**src/rtl/uart_pkg.sv**
```systemverilog
// Shared UART definitions: receiver state encoding, bit-period helper and line idle level.
package uart_pkg;

   localparam logic LINE_IDLE = 1'b1;

   typedef enum logic [2:0] {
      IDLE,
      START,
      DATA,
      PARITY,
      STOP,
      WAIT_HIGH
   } rx_state_t;

   function automatic int clks_per_bit(input int freq, input int baud);
      return freq / baud;
   endfunction

endpackage

```
**src/rtl/uart_rx_sync.sv**
```systemverilog
// Two-flop synchroniser for asynchronous inputs; flops reset to all ones (idle level of UART lines).
module uart_rx_sync #(
   parameter int WIDTH = 1
) (
   input  logic             clk,
   input  logic             rst_n,
   input  logic [WIDTH-1:0] d,
   output logic [WIDTH-1:0] q
);

   logic [WIDTH-1:0] meta;

   always_ff @(posedge clk or negedge rst_n) begin
      if (!rst_n) begin
         meta <= '1;
         q    <= '1;
      end else begin
         meta <= d;
         q    <= meta;
      end
   end

endmodule

```
**src/rtl/uart_receiver.sv**
```systemverilog
// Oversampling UART receiver, LSB-first framing, push interface to a byte FIFO.
// Define UART_RX_PARITY_EN to add an even-parity bit and the parity_err output.
module uart_receiver
   import uart_pkg::*;
#(
   parameter int CLOCK_FREQUENCY = 100_000_000,
   parameter int BAUD_RATE       = 115200,
   parameter int WORD_WIDTH      = 8
) (
   input  logic                  clk,
   input  logic                  rst_n,
   input  logic                  rxd,
   input  logic                  full,
   output logic                  we,
   output logic [WORD_WIDTH-1:0] dout,
   output logic                  frame_err,
   output logic                  overrun
`ifdef UART_RX_PARITY_EN
   ,
   output logic                  parity_err
`endif
);

   localparam int CLKS_PER_BIT = clks_per_bit(CLOCK_FREQUENCY, BAUD_RATE);
   localparam int CNT_W        = (CLKS_PER_BIT > 1) ? $clog2(CLKS_PER_BIT) : 1;
   localparam int IDX_W        = (WORD_WIDTH > 1) ? $clog2(WORD_WIDTH) : 1;

   localparam logic [CNT_W-1:0] HALF_RELOAD = CNT_W'(CLKS_PER_BIT / 2 - 1);
   localparam logic [CNT_W-1:0] BIT_RELOAD  = CNT_W'(CLKS_PER_BIT - 1);
   localparam logic [IDX_W-1:0] LAST_IDX    = IDX_W'(WORD_WIDTH - 1);

   generate
      if (CLKS_PER_BIT < 4) begin : g_cfg_check
         $error("uart_receiver: CLKS_PER_BIT must be at least 4");
      end
   endgenerate

   rx_state_t             state;
   logic [CNT_W-1:0]      cnt;
   logic [IDX_W-1:0]      bit_idx;
   logic [WORD_WIDTH-1:0] shift_reg;
   logic                  rxd_s;
   logic                  sample;
`ifdef UART_RX_PARITY_EN
   logic                  parity_bad;
`endif

   uart_rx_sync #(
      .WIDTH (1)
   ) u_sync (
      .clk   (clk),
      .rst_n (rst_n),
      .d     (rxd),
      .q     (rxd_s)
   );

   assign sample = (cnt == '0);

   // Bits arrive LSB first, so each new bit enters at the MSB and moves down.
   function automatic logic [WORD_WIDTH-1:0] shift_lsb_first(input logic [WORD_WIDTH-1:0] sr,
                                                             input logic              b);
      logic [WORD_WIDTH-1:0] r;
      r                 = sr >> 1;
      r[WORD_WIDTH-1]   = b;
      return r;
   endfunction

   always_ff @(posedge clk or negedge rst_n) begin
      if (!rst_n) begin
         state      <= IDLE;
         cnt        <= '0;
         bit_idx    <= '0;
         shift_reg  <= '0;
         dout       <= '0;
         we         <= 1'b0;
         frame_err  <= 1'b0;
         overrun    <= 1'b0;
`ifdef UART_RX_PARITY_EN
         parity_bad <= 1'b0;
         parity_err <= 1'b0;
`endif
      end else begin
         we        <= 1'b0;
         frame_err <= 1'b0;
         overrun   <= 1'b0;
`ifdef UART_RX_PARITY_EN
         parity_err <= 1'b0;
`endif
         case (state)
            IDLE: begin
               if (rxd_s != LINE_IDLE) begin
                  state <= START;
                  cnt   <= HALF_RELOAD;
               end
            end
            // Re-check at mid start bit rejects short glitches without flagging them.
            START: begin
               if (!sample) begin
                  cnt <= cnt - 1'b1;
               end else if (rxd_s != LINE_IDLE) begin
                  state   <= DATA;
                  cnt     <= BIT_RELOAD;
                  bit_idx <= '0;
               end else begin
                  state <= IDLE;
               end
            end
            DATA: begin
               if (!sample) begin
                  cnt <= cnt - 1'b1;
               end else begin
                  shift_reg <= shift_lsb_first(shift_reg, rxd_s);
                  cnt       <= BIT_RELOAD;
                  bit_idx   <= bit_idx + 1'b1;
                  if (bit_idx == LAST_IDX) begin
`ifdef UART_RX_PARITY_EN
                     state <= PARITY;
`else
                     state <= STOP;
`endif
                  end
               end
            end
            PARITY: begin
`ifdef UART_RX_PARITY_EN
               if (!sample) begin
                  cnt <= cnt - 1'b1;
               end else begin
                  parity_bad <= (^shift_reg) ^ rxd_s;
                  cnt        <= BIT_RELOAD;
                  state      <= STOP;
               end
`else
               state <= IDLE;
`endif
            end
            // Leaving at mid stop bit leaves half a bit to catch a back-to-back start edge.
            STOP: begin
               if (!sample) begin
                  cnt <= cnt - 1'b1;
               end else if (rxd_s != LINE_IDLE) begin
                  frame_err <= 1'b1;
                  state     <= WAIT_HIGH;
`ifdef UART_RX_PARITY_EN
               end else if (parity_bad) begin
                  parity_err <= 1'b1;
                  state      <= IDLE;
`endif
               end else if (full) begin
                  overrun <= 1'b1;
                  state   <= IDLE;
               end else begin
                  dout  <= shift_reg;
                  we    <= 1'b1;
                  state <= IDLE;
               end
            end
            // A break or stuck-low line must not be read as a stream of new frames.
            WAIT_HIGH: begin
               if (rxd_s == LINE_IDLE) begin
                  state <= IDLE;
               end
            end
            default: begin
               state <= IDLE;
            end
         endcase
      end
   end

endmodule
```
**config.mk**
```make
export PLATFORM = sky130hd
export DESIGN_NAME = uart_receiver
export DESIGN_NICKNAME = d
export VERILOG_FILES = /design/src/rtl/uart_pkg.sv /design/src/rtl/uart_rx_sync.sv /design/src/rtl/uart_receiver.sv
export SDC_FILE = /design/constraint.sdc
export NUM_CORES = 1
export LEC_CHECK = 0
export BUFFER_PORTS_ARGS = -buffer_cell sky130_fd_sc_hd__buf_2
export CORE_AREA = 2 2 62 64
export CTS_CLUSTER_SIZE = 12
export DETAILED_ROUTE_END_ITERATION = 10
export DIE_AREA = 0 0 64 66
export GPL_ROUTABILITY_DRIVEN = 0
export PLACE_DENSITY = 0.81
export SETUP_SLACK_MARGIN = 0.1
export SLEW_MARGIN = 30
export SYNTH_ARGS = -nofsm -noshare
export SYNTH_HDL_FRONTEND = slang
export SYNTH_SLANG_ARGS = --single-unit
```
**constraint.sdc**
```tcl
create_clock -name clk -period 4.05 [get_ports clk]
set_clock_uncertainty 0.15 [all_clocks]
set_input_delay 0.81 -clock clk [delete_from_list [all_inputs] [get_ports clk]]
set_output_delay 0.81 -clock clk [all_outputs]
set_load 0.05 [all_outputs]
```
==> impl_metrics.json, run 1 <==
{
  "synth_top_area_cell": "dfrtp_1",
  "fin_ws_ns": 0.841,
  "fin_crit_sh": 0.792,
  "finalCoreUtilization": 0.569,
  "synthDistinctLibCells": 48,
  "synth_common_cells": "dfrtp_1, mux2_2, nor3_1, clkbuf_1",
  "die_height_um": 66,
  "rsz0062_at_grt": "no",
  "drtIter0Drc": 33,
  "dieArea_sq_um": 4220,
  "drive_gt1_frac": 0.294,
  "ys_seq_area_frac": 0.495,
  "worstSetupPathType": "reg2reg",
  "cts_setup_buffers": 0,
  "cts_tree": "done",
  "final_antenna_net_count": 0,
  "wl_met1_mm": 1.60,
  "layout_min_cycle_time_ns": 3.21,
  "tns_ns": 0,
  "multiInputGateArea_sq_um": 875,
  "tightest_slew_ns": 0.771,
  "area_growth_pct": 7.81,
  "fill_cells": 285,
  "routed_via_density": 6.01,
  "diodes": 0,
  "p_total_mw": 0.590,
  "crit_arrival_ns": 3.28,
  "routed_wirelength_mm": 3.57,
  "startpoint_type": "flip-flop",
  "cts_resized": 0,
  "drv_slew": 0,
  "die_w_um": 64,
  "async_reset_ff_frac": 1.00,
  "via_count": 1371,
  "yosysWarnings": 0,
  "nets": 187,
  "io_buffer_count": 14,
  "gr-total-overflow": 0,
  "leakage_nw": 0.952,
  "hold_viol": 0,
  "synth_area_leaders": "dfrtp_1, mux2_2, nor3_1",
  "grtUsageTotal": 0.191,
  "antenna_found_initial": 0,
  "hold_buffers": 0,
  "outcome": "complete, no violations",
  "postSynthCellCount": 169,
  "wl_met2_mm": 1.76,
  "synth_edf_count": 0,
  "area.sequential_sq_um": 928,
  "fmax_mhz": 312,
  "max_slew_margin": 0.481,
  "core.rowCount": 22,
  "maxCapViolations": 0,
  "drtPass1Iterations": 4,
  "synth_top_cell_area_share": 0.467,
  "final-setup-viol-count": 0,
  "grt_max_degree": 38,
  "clockBufferDepth": 2,
  "route.detailed.drc": 0,
  "hpwl_mm": 2.54,
  "worstSetupEndpointType": "flip-flop",
  "power_density_nw_per_um2": 292,
  "hold_class": "reg2reg",
  "cp.required_ns": 4.12,
  "syn_nets": 177,
  "design.core.area_sq_um": 3550,
  "avgSynthCellArea_sq_um": 11.1,
  "ctsHtreeMaxLevel": 2,
  "start_util": 0.528,
  "preCtsSetupSlack_ns": 0.862,
  "path_clk_slew_ns": 0.11,
  "ir_drop_mv": 0.228,
  "grt_pass1_wl_mm": 6.20,
  "insertion_delay_ns": 0.33,
  "numCtsBuffers": 5,
  "top_layer": "met4",
  "root_buffer": "clkbuf_4",
  "synthFlopType": "dfrtp_1",
  "io_pins": 15,
  "syn-cell-area_sq_um": 1880,
  "ys_ff_latch": 37,
  "avgRoutedWirePerCell_um": 15.6,
  "synth_most_common_cell": "dfrtp_1",
  "crit_fanout": 15,
  "clkSinkCount": 37,
  "first_global_vias": 1347,
  "wl_met3_um": 141,
  "largest_reg_flops": 10
}
through the flow:
step           hold WS, ns  cell area [sq um]  std cells
6_report             0.217               2020        228
5_1_grt              0.223               2020        228
4_1_cts              0.220               2020        228
3_5_place_dp         0.200               1960        220
3_3_place_gp         0.200               1960        220
2_1_floorplan        0.195               1880        169
worst paths after layout:
kind,startpoint,to,slack [ns],cells past startpoint
setup / recovery,cnt[0],dout[2],0.84,6
hold / removal,u_sync.meta,u_sync.q,0.22,0
setup reg to reg,cnt[0],dout[2],0.84,6
hold reg to reg,u_sync.meta,u_sync.q,0.22,0
max in group asynchronous,rst_n,dout[2],2.86,1
min in group asynchronous,rst_n,cnt[5],0.39,1
cells in the final DEF, fill, tap and decap left out, types with 2 or more instances in the layout:
cell      synthesis  final
a211oi_1          3      3
a21o_1            2      2
a21oi_1           4      4
a221oi_1          2      2
a31o_2            2      2
a32o_1            2      2
and2_1            3      3
buf_2             1     14
clkbuf_4          0      5
dfrtp_1          35     35
dfstp_2           2      2
ha_1              4      4
inv_1             5      5
mux2_2           16     16
mux2i_1           2      2
nand2_1           7      7
nor2_1            7      7
nor3_1           12     12
nor4_1            6      6
nor4b_1           2      2
o21ai_0           4      4
o221ai_1          2      2
o31a_1            2      2
o31ai_1           2      2
o32ai_1           2      2
or2_2             4      4
or3b_2            3      3
or4_1             2      2
xnor2_1           3      3
worst max-delay path, cell delays in order (launching register included):
cell	delay, ns
dfrtp_1	0.41
inv_1	0.12
ha_1	0.15
or4b_2	0.67
or3_1	0.59
nor4_4	0.60
mux2_2	0.41
power by group:
part           switching [mW]  internal, mW  leakage (nW)
clock                   0.120        0.0851        0.0315
combinational         0.00973       0.00248         0.431
sequential            0.00165         0.371         0.490
total                   0.132         0.459         0.952
metal layers:
layer | vias to the layer above | track usage
li1 | 653 | -
met5 | - | 0
met4 | 0 | 0.0897
met1 | 676 | 0.233
met3 | 10 | 0.0545
met2 | 32 | 0.314
area by class of cell:
cell class,count,share of cell area
Sequential cell,37,0.459
Multi-Input combinational cell,115,0.433
Tap cell,48,0.0297
Timing Repair Buffer,15,0.0384
Clock inverter,1,0.00371
Clock buffer,7,0.0272
Inverter,5,0.00928
kinds of logic after synthesis:
kind of cell | count (synthesis) | synth area share
muxes | 18 | 0.107
and+or+nand+nor | 56 | 0.179
xor gates and xnor gates | 3 | 0.0140
DFF | 37 | 0.495
buffers and inverters | 17 | 0.0387
AOI/OAI and AO/OA | 34 | 0.139
adders and majority gates | 4 | 0.0267
(Power assumes the default switching activity.)
==> run 2: changes to the inputs <==
--- a/config.mk
+++ b/config.mk
@@ -6,12 +6,12 @@
 export NUM_CORES = 1
 export LEC_CHECK = 0
 export BUFFER_PORTS_ARGS = -buffer_cell sky130_fd_sc_hd__buf_2
-export CORE_AREA = 2 2 62 64
+export CORE_AREA = 2 2 63 65
 export CTS_CLUSTER_SIZE = 12
 export DETAILED_ROUTE_END_ITERATION = 10
-export DIE_AREA = 0 0 64 66
+export DIE_AREA = 0 0 65 67
 export GPL_ROUTABILITY_DRIVEN = 0
-export PLACE_DENSITY = 0.81
+export PLACE_DENSITY = 0.82
 export SETUP_SLACK_MARGIN = 0.1
 export SLEW_MARGIN = 30
 export SYNTH_ARGS = -nofsm -noshare
==> constraint.sdc (replaced) <==
create_clock -name clk -period 2.6 [get_ports clk]
set_clock_uncertainty 0.15 [all_clocks]
set_input_delay 0.52 -clock clk [delete_from_list [all_inputs] [get_ports clk]]
set_output_delay 0.52 -clock clk [all_outputs]
set_load 0.05 [all_outputs]
==> run 2 against run 1 <==
Final cell count grew 5.7%. Largest power group is now the clock network. Sequential share of layout area fell by 5.1 points. Register-to-register slack lost 0.73 ns. Die area up 3.1%.
==> impl_metrics.json, run 2 (synthesis gave the netlist of run 1 again) <==
{
  "core.rowCount": 22,
  "drv_slew": 0,
  "nets": 200,
  "first_global_vias": 1481,
  "rr_startpoint": "cnt[0]",
  "rsz0062_at_grt": "yes",
  "max_stage_delay_ns": 0.46,
  "worstPathCellList": "inv_2, ha_1, or4b_4, or3_4, buf_12, nor2_2, buf_6, mux2_2",
  "crit_path_start": "cnt[0]",
  "worstRegToRegCells": 8,
  "dpl-instance-area_sq_um": 2080,
  "root_buffer": "clkbuf_8",
  "drive_gt1_frac": 0.378,
  "dieArea_sq_um": 4360,
  "rrSetupSlack_ns": 0.11,
  "antenna_found_initial": 0,
  "grt_pass1_wl_mm": 6.82,
  "maxCapViolations": 0,
  "max_slew_margin": 0.467,
  "numCtsBuffers": 5,
  "startpoint_type": "flip-flop",
  "area_growth_pct": 21.1,
  "design.core.area_sq_um": 3610,
  "path_clk_slew_ns": 0.07,
  "cpLargestDelayFamily": "simple AND/OR/NAND/NOR gates",
  "die_height_um": 67,
  "tightest_slew_ns": 0.799,
  "wl_met1_mm": 1.67,
  "wl_met3_um": 267,
  "routed_via_density": 6.19,
  "top_layer": "met4",
  "power_density_nw_per_um2": 527,
  "ir_drop_mv": 0.344,
  "final-setup-viol-count": 0,
  "layout_min_cycle_time_ns": 2.49,
  "io_pins": 15,
  "final_common_cell": "dfrtp_1",
  "routed_wirelength_mm": 4.10,
  "diodes": 0,
  "grt_max_degree": 38,
  "clkSinkCount": 37,
  "avgRoutedWirePerCell_um": 17.0,
  "critPathBufInv": 3,
  "hold_buffers": 0,
  "gr-total-overflow": 0,
  "drtIter0Drc": 133,
  "fmax_mhz": 402,
  "hpwl_mm": 2.75,
  "worstSetupEndpointType": "flip-flop",
  "finalHoldWorstSlack_ns": 0.155,
  "worstReg2RegEnd": "shift_reg[4]",
  "hold_viol": 0,
  "via_count": 1491,
  "layout_common_cells": "dfrtp_1, buf_2, nor3_1, buf_4",
  "crit_fanout": 12,
  "ctsHtreeMaxLevel": 2,
  "insertion_delay_ns": 0.30,
  "io_buffer_count": 14,
  "worstSetupPathType": "reg2reg",
  "crit_arrival_ns": 2.52,
  "cp.required_ns": 2.63,
  "outcome": "complete, no violations",
  "largest_reg_flops": 10,
  "grtUsageTotal": 0.209,
  "wl_met2_mm": 2.07,
  "die_w_um": 65,
  "cts_tree": "done",
  "fin_crit_sh": 0.957,
  "route.detailed.drc": 0,
  "final_antenna_net_count": 0,
  "hold_class": "in2async",
  "start_util": 0.520,
  "fin_area_sq_um": 2270,
  "cpMaxStageDelayCell": "or4b_4",
  "drtPass1Iterations": 4,
  "clockBufferDepth": 2,
  "leakage_nw": 1.08
}
-- run 2: changes by cell type in the layout (fill, tap and decap cells not counted), sizes merged --
cell      previous run  this run
bufinv               0         2
buf                 15        28
clkbuf               7         5
clkinvlp             1         0
clkinv               0         1
-- run 2: metrics by stage --
stage                     worst slack, ns  power, mW  setup TNS [ns]   util  instances
final                               0.112       1.20               0  0.630        241
after global routing               0.0428       1.23               0  0.630        241
after floorplan                    -0.233      0.596           -1.86      -        169
after detailed placement          0.00324      0.613               0  0.576        228
after CTS                           0.112       1.21               0  0.618        237
after global placement             0.0912      0.611               0  0.576        228
-- run 2: worst max-delay path by stage --
stage / end / slack (ns) / cells after the start
detailed placement: dout[0] / 0.003 / 7
floorplan: dout[0] / -0.23 / 8
finish: shift_reg[4] / 0.11 / 8
global placement: dout[0] / 0.09 / 7
CTS: shift_reg[4] / 0.11 / 8
global route: shift_reg[2] / 0.04 / 8
-- run 2: what timing repair did --
item / 4_1_cts / 5_1_grt
resized for setup: 3 / 3
endpoints found under the setup margin: 18 / 20
setup buffers: 1 / 4
pin swaps: 1 / 0
-- run 2: cell type report --
cell class | instances | area (sq um)
clock buffer | 5 | 68.8
clock inverter | 3 | 65.1
tap | 48 | 60.1
sequential | 37 | 928
multi-input combinational | 115 | 927
inverter | 5 | 18.8
fill | 274 | 1330
timing repair buffer | 28 | 204
-- run 2: power breakdown --
part	leakage (nW)	total (mW)	switching [mW]	internal, mW
Clock	0.0681	0.597	0.216	0.381
Sequential	0.490	0.581	0.00256	0.578
Combinational	0.520	0.0208	0.0169	0.00389
Total	1.08	1.20	0.236	0.963
-- run 2: worst register-to-register path: cells and delay by family, from the launching register on --
kind / cells / cell delay [ns]
DFF: 1 / 0.40
and+or+nand+nor: 3 / 0.95
muxes: 1 / 0.34
adders and majority gates: 1 / 0.15
buffers and inverters: 3 / 0.39
-- run 2: per-layer routing --
layer | GRT usage | vias to the layer above
met1 | 0.241 | 713
met4 | 0.0798 | 0
met5 | 0 | -
li1 | - | 678
met3 | 0.0591 | 18
met2 | 0.365 | 82
==> run 3: changes to the inputs <==
--- a/config.mk
+++ b/config.mk
@@ -6,12 +6,12 @@
 export NUM_CORES = 1
 export LEC_CHECK = 0
 export BUFFER_PORTS_ARGS = -buffer_cell sky130_fd_sc_hd__buf_2
-export CORE_AREA = 2 2 63 65
+export CORE_AREA = 2 2 62 64
 export CTS_CLUSTER_SIZE = 12
 export DETAILED_ROUTE_END_ITERATION = 10
-export DIE_AREA = 0 0 65 67
+export DIE_AREA = 0 0 64 66
 export GPL_ROUTABILITY_DRIVEN = 0
-export PLACE_DENSITY = 0.82
+export PLACE_DENSITY = 0.81
 export SETUP_SLACK_MARGIN = 0.1
 export SLEW_MARGIN = 30
 export SYNTH_ARGS = -nofsm -noshare
==> constraint.sdc (replaced) <==
create_clock -name clk -period 3.14 [get_ports clk]
set_clock_uncertainty 0.15 [all_clocks]
set_input_delay 0.628 -clock clk [delete_from_list [all_inputs] [get_ports clk]]
set_output_delay 0.628 -clock clk [all_outputs]
set_load 0.05 [all_outputs]
==> run 3 against run 2 <==
Clock power is 43% lower. Power is 30% lower. Clock-buffer cell count stayed put. Sequential power is 17% lower. Final cell count is 4.6% lower. Critical endpoint is now dout[2]. Largest cell class unchanged.
==> impl_metrics.json, run 3 (synthesis gave the netlist of run 1 again) <==
{
  "avgRoutedWirePerCell_um": 16.0,
  "drtIter0Drc": 38,
  "via_count": 1367,
  "numCtsBuffers": 5,
  "layout_common_cells": "dfrtp_1, mux2_2, buf_2, nor3_1",
  "outcome": "complete, no violations",
  "final_antenna_net_count": 0,
  "fin_crit_sh": 0.901,
  "largest_reg_flops": 10,
  "hold_class": "in2async",
  "area_growth_pct": 10.0,
  "ir_drop_mv": 0.266,
  "grt_max_degree": 38,
  "hold_buffers": 0,
  "antenna_found_initial": 0,
  "cp.required_ns": 3.25,
  "nets": 189,
  "route.detailed.drc": 0,
  "ctsHtreeMaxLevel": 2,
  "clkSinkCount": 37,
  "tightest_slew_ns": 0.795,
  "rsz0062_at_grt": "no",
  "final_common_cell": "dfrtp_1",
  "dieArea_sq_um": 4220,
  "routed_wirelength_mm": 3.68,
  "leakage_nw": 0.974,
  "tns_ns": 0,
  "io_pins": 15,
  "gr-total-overflow": 0,
  "clockBufferDepth": 2,
  "cts_setup_buffers": 0,
  "worstSetupPathType": "reg2reg",
  "routed_via_density": 5.94,
  "die_height_um": 66,
  "drtPass1Iterations": 4,
  "startpoint_type": "flip-flop",
  "drv_slew": 0,
  "insertion_delay_ns": 0.36,
  "root_buffer": "clkbuf_4",
  "layout_min_cycle_time_ns": 2.83,
  "fmax_mhz": 353,
  "crit_arrival_ns": 2.94,
  "first_global_vias": 1350,
  "p_total_mw": 0.837,
  "maxCapViolations": 0,
  "grtUsageTotal": 0.191,
  "drive_gt1_frac": 0.313,
  "io_buffer_count": 14,
  "start_util": 0.528,
  "hold_viol": 0,
  "final-setup-viol-count": 0,
  "path_clk_slew_ns": 0.12,
  "die_w_um": 64,
  "diodes": 0,
  "hpwl_mm": 2.60,
  "power_density_nw_per_um2": 406,
  "cts_tree": "done",
  "core.rowCount": 22,
  "design.core.area_sq_um": 3550,
  "max_slew_margin": 0.470,
  "grt_pass1_wl_mm": 6.18,
  "cts_resized": 0,
  "worstSetupEndpointType": "flip-flop",
  "crit_fanout": 9
}
[run 3: report_power, final]
group / leakage, nW / internal, mW / switching (mW)
registers: 0.490 / 0.479 / 0.00201
clock network: 0.0414 / 0.168 / 0.172
logic: 0.442 / 0.00319 / 0.0128
[run 3: metrics by stage]
stage                     utilization  std cells  cell area (sq um)  setup slack (ns)  hold slack (ns)
after floorplan                     -        169               1880             0.287            0.182
after global placement          0.556        222               1970             0.310            0.197
after detailed placement        0.556        222               1970             0.233            0.197
after CTS                       0.580        230               2060             0.208            0.205
after global routing            0.581        230               2060             0.207            0.204
final                           0.581        230               2060             0.310            0.185
[run 3: final timing paths]
| path | startpoint | to | slack [ns] | depth (start not counted) |
|---|---|---|---|---|
| hold / removal | rst_n | cnt[1] | 0.18 | 1 |
| hold reg to reg | u_sync.meta | u_sync.q | 0.21 | 0 |
| min in group clk | u_sync.meta | u_sync.q | 0.21 | 0 |
| setup / recovery | cnt[0] | dout[2] | 0.31 | 7 |
| setup reg to reg | cnt[0] | dout[2] | 0.31 | 7 |
| max in group asynchronous | rst_n | we | 2.14 | 1 |
[run 3: final cells by class]
type	count	area [sq um]
fillers	300	1490
flip-flops and latches	37	928
multi-input cells	115	880
repair buffers	17	92.6
well taps	48	60.1
clock inverters	3	46.3
clock buffers	5	37.5
inverters	5	18.8
[run 3: critical path, cell delays in order (launching register included)]
cell,delay [ns]
dfrtp_1,0.42
inv_1,0.12
ha_1,0.15
or4b_2,0.67
or3_4,0.43
nor4_4,0.21
buf_4,0.21
mux2_2,0.36
[run 3: per-layer routing]
metal,global-route usage,up-vias,routed length [um],part of all wire
met2,0.326,30,1830,0.50
li1,-,659,-,-
met5,0,-,0,0
met4,0.0815,0,63,0.017
met1,0.240,671,1630,0.44
met3,0.0324,7,160,0.044
